### src/rtl/fetch_sequencer.sv
// fetch_sequencer
//   Fetch-stage controller for the instruction-memory read port. Owns the
//   program counter, keeps at most one read in flight, and buffers returned
//   words together with their address in a small FIFO for decode. Handles
//   branch redirects (including discarding an in-flight read) and halt.
//
// Ports
//   clock           in   rising-edge clock
//   reset           in   asynchronous, active-high reset
//   halt_in         in   level; blocks issue of new reads
//   redirect_valid  in   1-cycle pulse: flush and refetch from redirect_pc
//   redirect_pc     in   branch target, valid with redirect_valid
//   mem_req         out  read request (registered)
//   mem_addr        out  read address (registered), stable while mem_req=1
//   mem_ack         in   read complete this cycle; ignored when mem_req=0
//   mem_rdata       in   read data, valid with mem_ack
//   inst_valid      out  FIFO head is valid
//   inst_data       out  FIFO head instruction word
//   inst_pc         out  address of inst_data
//   inst_ready      in   decode accepts the head this cycle
//   fetch_pc        out  next address to be requested
//   halted          out  halt_in=1 and no read outstanding
module fetch_sequencer #(
  parameter int                  PC_WIDTH   = 20,
  parameter int                  DATA_WIDTH = 16,
  parameter logic [PC_WIDTH-1:0] RESET_PC   = '0,
  parameter int                  BUF_DEPTH  = 2
) (
  input  logic                  clock,
  input  logic                  reset,
  input  logic                  halt_in,
  input  logic                  redirect_valid,
  input  logic [PC_WIDTH-1:0]   redirect_pc,
  output logic                  mem_req,
  output logic [PC_WIDTH-1:0]   mem_addr,
  input  logic                  mem_ack,
  input  logic [DATA_WIDTH-1:0] mem_rdata,
  output logic                  inst_valid,
  output logic [DATA_WIDTH-1:0] inst_data,
  output logic [PC_WIDTH-1:0]   inst_pc,
  input  logic                  inst_ready,
  output logic [PC_WIDTH-1:0]   fetch_pc,
  output logic                  halted
);

  localparam int PTR_W = (BUF_DEPTH > 1) ? $clog2(BUF_DEPTH) : 1;
  localparam int CNT_W = PTR_W + 1;

  localparam logic [0:0] ST_RUN  = 1'b0;
  localparam logic [0:0] ST_DROP = 1'b1;

  logic [0:0]            state;
  logic [0:0]            state_next;
  logic [PC_WIDTH-1:0]   fetch_pc_next;
  logic [CNT_W-1:0]      count;
  logic [CNT_W-1:0]      count_next;
  logic [PTR_W-1:0]      rd_ptr;
  logic [PTR_W-1:0]      wr_ptr;
  logic [PC_WIDTH-1:0]   buf_pc   [BUF_DEPTH];
  logic [DATA_WIDTH-1:0] buf_data [BUF_DEPTH];

  logic ack;
  logic pop;
  logic push;
  logic outstanding_next;
  logic issue;

  assign inst_valid = (count != '0);
  assign inst_data  = buf_data[rd_ptr];
  assign inst_pc    = buf_pc[rd_ptr];
  assign halted     = halt_in & ~mem_req;

  // Edge ordering: flush/pop first, then push of ack data, then the issue
  // decision is made on the resulting occupancy. A redirect voids both the
  // pop and any push of the same edge. Issuing only while count_next is
  // below depth reserves a slot for the single outstanding read, so a push
  // can never find the FIFO full.
  always_comb begin
    ack              = mem_req & mem_ack;
    pop              = inst_valid & inst_ready & ~redirect_valid;
    push             = ack & (state == ST_RUN) & ~redirect_valid;
    outstanding_next = mem_req & ~mem_ack;

    fetch_pc_next = fetch_pc;
    if (redirect_valid)
      fetch_pc_next = redirect_pc;
    else if (push)
      fetch_pc_next = fetch_pc + PC_WIDTH'(1);

    state_next = state;
    if (state == ST_RUN) begin
      if (redirect_valid && outstanding_next)
        state_next = ST_DROP;
    end else begin
      if (ack)
        state_next = ST_RUN;
    end

    if (redirect_valid)
      count_next = '0;
    else
      count_next = count + CNT_W'(push) - CNT_W'(pop);

    issue = ~outstanding_next & (state_next == ST_RUN) & ~halt_in &
            (count_next < CNT_W'(BUF_DEPTH));
  end

  // Control registers: PC, state, and the request port. The request is held
  // unchanged until acked; an abandoned read stays on the port in DROP.
  always_ff @(posedge clock or posedge reset) begin
    if (reset) begin
      state    <= ST_RUN;
      fetch_pc <= RESET_PC;
      mem_req  <= 1'b0;
      mem_addr <= RESET_PC;
    end else begin
      state    <= state_next;
      fetch_pc <= fetch_pc_next;
      if (outstanding_next) begin
        mem_req <= 1'b1;
      end else if (issue) begin
        mem_req  <= 1'b1;
        mem_addr <= fetch_pc_next;
      end else begin
        mem_req <= 1'b0;
      end
    end
  end

  // Instruction FIFO: a flush simply rewinds both pointers.
  always_ff @(posedge clock or posedge reset) begin
    if (reset) begin
      rd_ptr <= '0;
      wr_ptr <= '0;
      count  <= '0;
      for (int i = 0; i < BUF_DEPTH; i++) begin
        buf_pc[i]   <= '0;
        buf_data[i] <= '0;
      end
    end else begin
      count <= count_next;
      if (redirect_valid) begin
        rd_ptr <= '0;
        wr_ptr <= '0;
      end else begin
        if (pop)
          rd_ptr <= rd_ptr + PTR_W'(1);
        if (push) begin
          buf_pc[wr_ptr]   <= mem_addr;
          buf_data[wr_ptr] <= mem_rdata;
          wr_ptr           <= wr_ptr + PTR_W'(1);
        end
      end
    end
  end

endmodule

### config.mk
export PLATFORM = sky130hd
export DESIGN_NAME = fetch_sequencer
export DESIGN_NICKNAME = d
export VERILOG_FILES = /design/src/rtl/fetch_sequencer.sv
export SDC_FILE = /design/constraint.sdc
export NUM_CORES = 1
export LEC_CHECK = 0
export CAP_MARGIN = 0
export CELL_PAD_IN_SITES_DETAIL_PLACEMENT = 2
export CELL_PAD_IN_SITES_GLOBAL_PLACEMENT = 2
export CORE_MARGIN = 2
export CORE_UTILIZATION = 30
export CTS_CLUSTER_DIAMETER = 30
export DETAILED_ROUTE_END_ITERATION = 7
export GPL_ROUTABILITY_DRIVEN = 0
export PLACE_DENSITY_LB_ADDON = 0.1
export SLEW_MARGIN = 20
export SYNTH_ARGS = -nofsm -noshare
export SYNTH_HDL_FRONTEND = slang
export SYNTH_SLANG_ARGS = --single-unit
export TNS_END_PERCENT = 100
### constraint.sdc
create_clock -name clock -period 3.7 [get_ports clock]
set_input_delay 0.74 -clock clock [delete_from_list [all_inputs] [get_ports clock]]
set_output_delay 0.74 -clock clock [all_outputs]
set_load 0.01 [all_outputs]
---- Word-level counts from Yosys, hierarchy flattened ----
Index checks and enable logic that the tools add are counted.
word-level totals
  register bits ........................... 118
  bits of input ports ..................... 42
  output and inout bits ................... 79
operators by class
  add/sub/neg operators ................... 5
  $lt $le $gt $ge ......................... 4
  mux-type cells .......................... 24
  bitwise operators ....................... 19
  reduce and logical (&&, ||, !) cells .... 7
operators with widths
  cell                     number
  $mux W20                 6
  $mux W16                 4
  $bwmux W40               1
  $bwmux W32               1
  $add A20 B1 Y20 const B  1
  $demux W20 S1            1
  $demux W16 S1            1
  $and A1 B1 Y1            10
  $mux W1                  9
  $not A1 Y1               7
  $reduce_bool A2 Y1       3
  $ge A2 B2 Y1 const B     2
  $not A1 Y2               2
  $reduce_and A2 Y1        2
  $add A1 B1 Y1 const B    2
  $add A2 B1 Y2            1
  $logic_and A1 B1 Y1      2
  $lt A2 B1 Y1 const B     1
  $lt A2 B2 Y1 const B     1
  $mux W2                  1
  $sub A2 B1 Y2            1

---- Logic depth before layout (Yosys ltp) ----
  word-level depth ........................ 11
  depth in mapped cells ................... 13
  gate-level depth less buffers ........... 11

---- Worst setup path before layout ----
No wires, ideal clock.
  path type ............................... input to register
  start point ............................. input port redirect_valid
  end point ............................... register mem_addr[3]
  setup time .............................. 125 ps
  arrival ................................. 3,069 ps
  setup slack ............................. 506 ps
  stages on the path ...................... 12
  path buffers ............................ 4
  path through ............................ clkbuf_1 buf_2 clkbuf_8 nor2_1 ha_1 inv_1 ha_1 xnor3_1 nor2_1 nor2_1 buf_2 mux2_2
on the way
  cells in the longest elaborated chain, start to end .. 8
ends and longest elaborated chain
  element                                 line  RTL
  start: declaration                      32    input logic redirect_valid,
  $not A1 Y1 (no source line)             n/a
  $and A1 B1 Y1                           81    push = ack & (state == ST_RUN) & ~redirect_valid;
  $add A2 B1 Y2                           102   count_next = count + CNT_W'(push) - CNT_W'(pop);
  $sub A2 B1 Y2                           102
  $mux W2 (*)                             99    if (redirect_valid)
  named net count_next[1]                 56    logic [CNT_W-1:0] count_next;
  $lt A2 B2 Y1 (*)                        105   (count_next < CNT_W'(BUF_DEPTH));
  $and A1 B1 Y1 (*)                       104   issue = ~outstanding_next & (state_next == ST_RUN) & ~halt_in &
  $reduce_and A2 Y1 (no source line) (*)  n/a
  end signal: assignment                  123   mem_addr <= fetch_pc_next;
  end: declaration                        35    output logic [PC_WIDTH-1:0] mem_addr,
Mark *: on every way through the listed nets, which the timed path passes. The rest lies on a longest branch.
A chain may end at the register's enable or synchronous reset.

---- Final worst setup path ----
  start point ............................. input port redirect_valid
  end point ............................... register mem_addr[11]
on the way
  cells in the longest elaborated chain, start to end .. 8
ends and longest elaborated chain
  element                                                                    line
  $not A1 Y1 (no source line) / $logic_and A1 B1 Y1 (equally long branches)  n/a
  $and A1 B1 Y1 / $mux W1 (equally long branches)                            81, 92
  $add A2 B1 Y2 / $mux W1 (equally long branches)                            102, 91
  $sub A2 B1 Y2 / $not A1 Y1 (equally long branches)                         102, 104
  $mux W2 / $and A1 B1 Y1 (equally long branches)                            99, 104
  $lt A2 B2 Y1 / $and A1 B1 Y1 (equally long branches)                       105, 104
  $and A1 B1 Y1                                                              104
  $reduce_and A2 Y1 (no source line)                                         n/a
Parallel ways exist; a longest one is shown, timed or not.

==> impl_results.md <==
- Horizontal die dimension: roughly 140 µm
- NumNets Final: roughly 600
- Crit path time final: 3.123 ns
- Setup Slack @ Placement: ~0.16 ns
- Clock transition at the registers of the reported paths: 0.05 ns
- CORE AREA: between 0.015 and 0.02 mm²
- Drc violations: 0
- Transition time at the pin with the least slew margin: ~0.59 ns
- Area added between synthesis and finish: 39.09%
- Leading cell types in the layout, fill and taps excluded: sky130_fd_sc_hd__clkdlybuf4s50_1, sky130_fd_sc_hd__mux2_2, sky130_fd_sc_hd__dfrtp_1, sky130_fd_sc_hd__nand2_1, sky130_fd_sc_hd__nor2_1
- Setup violators final: 0
- Total number of vias: ~3800
- Mean routed wirelength per cell: slightly above 20 µm
- Number of synthesized flops with an enable pin: 0
- R2R cell count: 9
- Final total power: a little under 6 mW
- Ratio of final minimum period to clock period: between 80 and 90%
- Highest fanout seen on the critical path: 6
- Congestion Overflow GR: 0
- Syn Inst Count: between 400 and 500
- Synth Cell Area: 0.005386 mm²
- Vias in the first global route: around 4400
- Clock root buffer: sky130_fd_sc_hd__clkbuf_16
- Synthesis warning total: 0
- Clock Sinks: 118
- Max rail drop VDD: approximately 0.38 mV
- Most common library cell in the layout ignoring fill and taps: sky130_fd_sc_hd__clkdlybuf4s50_1
- Synthesized area divided by synthesized cell count: 12.61 µm²
- Total CTS buffers: 17
- Library cell occupying the most area in the post-synthesis netlist: sky130_fd_sc_hd__dfrtp_1
- Type of the worst setup path: primary input to flip-flop
- Post-synth ARST share: between 90% and 100%
- Most used flip-flop cell after synthesis: sky130_fd_sc_hd__dfrtp_1
- Mapped Nets: 472
- Setup repair after global routing missed its margin: no
- Worst hold path type: flip-flop to flip-flop
- Fin Hold WS: ~0.5 ns
- Fillers: 1764
- Wire length of the first global-routing pass: between 20000 and 30000 µm
- Initial antenna violation count: 0
- Max Clock Freq: around 0.32 GHz
- Antenna diode instance count: 0
- Top cells by area, synth: sky130_fd_sc_hd__dfrtp_1, sky130_fd_sc_hd__mux2_2, sky130_fd_sc_hd__nand2_1
- Status: completed
- Number of buffers added on ports: 120
- Detailed-route wire length: ~16000 µm
- Worst reg2reg setup slack: 0.84 ns
- Effective utilization at floorplan: a little under a third
- Cells resized by post-CTS repair: 0
- Starting DRC count in detailed routing: 92
- Remaining antenna violation count after routing: 0
- Terminus of the critical flop-to-flop path: mem_addr[11]
- Tightest slew margin relative to the limit: approximately three fifths
- Maximum number of pins on one net before global-route repair: 103
- Crit path to: mem_addr[11]
- HPWL Detailed: roughly 11000 µm
- Mean number of vias per cell: 4.855
- Final setup margin: ~0.58 ns
- Postcts setup bufs: 0
- Clock latency on the worst-skew pair: around 0.42 ns
- Sequential element share of the synthesized area: a little over half
- Register bit count reported by yosys: roughly 120
- Global-route usage over all layers: about 18%
- Number of pins with negative max-slew slack in the final report: 0
- Hold path startpoint: buf_data[8]
- Worst setup EP type: flip-flop
- Share of Yosys cell area claimed by the top area cell type: 54.82%
- Number of I/O pins: ~120
- Row count: 48
- Crit path DAT: ~3.4 ns
- TritonCTS clock tree: built
- Final number of hold-violating endpoints: 0
- Ratio of total power to cell area: between 700 and 800 mW/mm²
- Die span in y: roughly 140 µm
- FF-to-FF Start: mem_req
- Clock H-tree levels: 4
- Element type at the critical path start: primary input
- CTS max path bufs: 2
- TNS Setup: 0 ns
- Number of maximum-capacitance constraint violations: 0
- Count of hold-fix buffers inserted at cts: 0
- TritonRoute pass-1 iters: 4
- Layout cells sized above 1: ~30%
- Source of the critical timing path: redirect_valid
- Leakage power summed over all cells: roughly 3.2 nW
- Required @ worst endpoint: approximately 4 ns
- Final worst clock skew: 0.009132 ns
- Die area: between 0.015 and 0.02 mm²
- Number of distinct library cells after synthesis: 50
==> critical path, stage by stage <==
cell                              delay, ns
sky130_fd_sc_hd__clkdlybuf4s50_1       0.45
sky130_fd_sc_hd__and4bb_2              0.37
sky130_fd_sc_hd__inv_1                 0.15
sky130_fd_sc_hd__ha_1                  0.32
sky130_fd_sc_hd__inv_1                 0.05
sky130_fd_sc_hd__ha_1                  0.19
sky130_fd_sc_hd__xnor3_1               0.38
sky130_fd_sc_hd__o221ai_1              0.39
sky130_fd_sc_hd__o21ai_0               0.16
sky130_fd_sc_hd__a31o_2                0.23
==> Yosys cell counts, types with 2 or more instances <==
master	instances
sky130_fd_sc_hd__clkbuf_1	11
sky130_fd_sc_hd__nor3_1	9
sky130_fd_sc_hd__o21ai_0	14
sky130_fd_sc_hd__buf_2	7
sky130_fd_sc_hd__dfrtp_1	118
sky130_fd_sc_hd__nand4_1	2
sky130_fd_sc_hd__o21a_1	2
sky130_fd_sc_hd__nand2_1	44
sky130_fd_sc_hd__o31ai_1	2
sky130_fd_sc_hd__or2_2	2
sky130_fd_sc_hd__mux2i_1	4
sky130_fd_sc_hd__a31oi_1	6
sky130_fd_sc_hd__mux2_2	118
sky130_fd_sc_hd__a22oi_1	2
sky130_fd_sc_hd__nand3_1	5
sky130_fd_sc_hd__nor4_1	3
sky130_fd_sc_hd__and2_1	2
sky130_fd_sc_hd__xor2_1	6
sky130_fd_sc_hd__nor2b_1	5
sky130_fd_sc_hd__inv_1	8
sky130_fd_sc_hd__nor2_1	21
sky130_fd_sc_hd__xnor2_1	5
sky130_fd_sc_hd__or4_1	2
sky130_fd_sc_hd__ha_1	3
==> stage by stage <==
| stage | cells | utilization (%) | instance area, µm² |
|---|---|---|---|
| after floorplan | 427 | - | 5390 |
| after global routing | 792 | 43.02 | 7492 |
| after CTS | 792 | 43.02 | 7492 |
| after global placement | 760 | 39.63 | 6903 |
| after detailed placement | 760 | 39.63 | 6903 |
| final | 792 | 43.02 | 7492 |
==> final cells by class <==
| class | instances | area (µm²) | share of cell area [%] |
|---|---|---|---|
| sequential | 118 | 2954 | 39.43 |
| multi-input combinational | 280 | 2315 | 30.90 |
| timing repair buffer | 129 | 1319 | 17.60 |
| clock buffer | 25 | 495.5 | 6.613 |
| tap | 225 | 281.5 | 3.758 |
| clock inverter | 7 | 93.84 | 1.253 |
| inverter | 8 | 33.78 | 0.4509 |
==> worst min-delay path by stage <==
stage / end / slack, ns / cells after the start
global placement: buf_data[9] / 0.48 / 1
finish: buf_data[8] / 0.50 / 1
floorplan: buf_data[0] / 0.47 / 1
detailed placement: buf_pc[12] / 0.49 / 1
CTS: buf_pc[12] / 0.50 / 1
global route: buf_pc[33] / 0.52 / 1
==> logic make-up after synthesis <==
| kind of cell | synth area share (%) |
|---|---|
| and+or+nand+nor | 10.01 |
| xor gates and xnor gates | 2.207 |
| adders and majority gates | 0.6969 |
| muxes | 25.41 |
| AOI/OAI and AO/OA | 4.413 |
| DFF | 54.82 |
| buffers and inverters | 2.439 |
==> state kept, by name, indices dropped and copies added (netlist names), 2 cells and up <==
signal / flops
mem_addr: 20
count: 2
buf_pc: 40
fetch_pc: 20
buf_data: 32
==> per-layer routing <==
layer / track usage, % / share of wire [%] / vias up
li1: - / - / 1765
met1: 23.22 / 44 / 1975
met2: 30.47 / 50 / 89
met3: 4.423 / 4.6 / 16
met4: 5.442 / 1.2 / 0
met5: 0 / 0 / -
==> where the power goes <==
part           total (mW)  switching (mW)  internal [mW]
Clock                1.63           0.575           1.06
Sequential           2.21           0.402           1.81
Combinational        2.07           0.793           1.28
Total                5.92            1.77           4.15
Power figures use the tool's default switching activity.
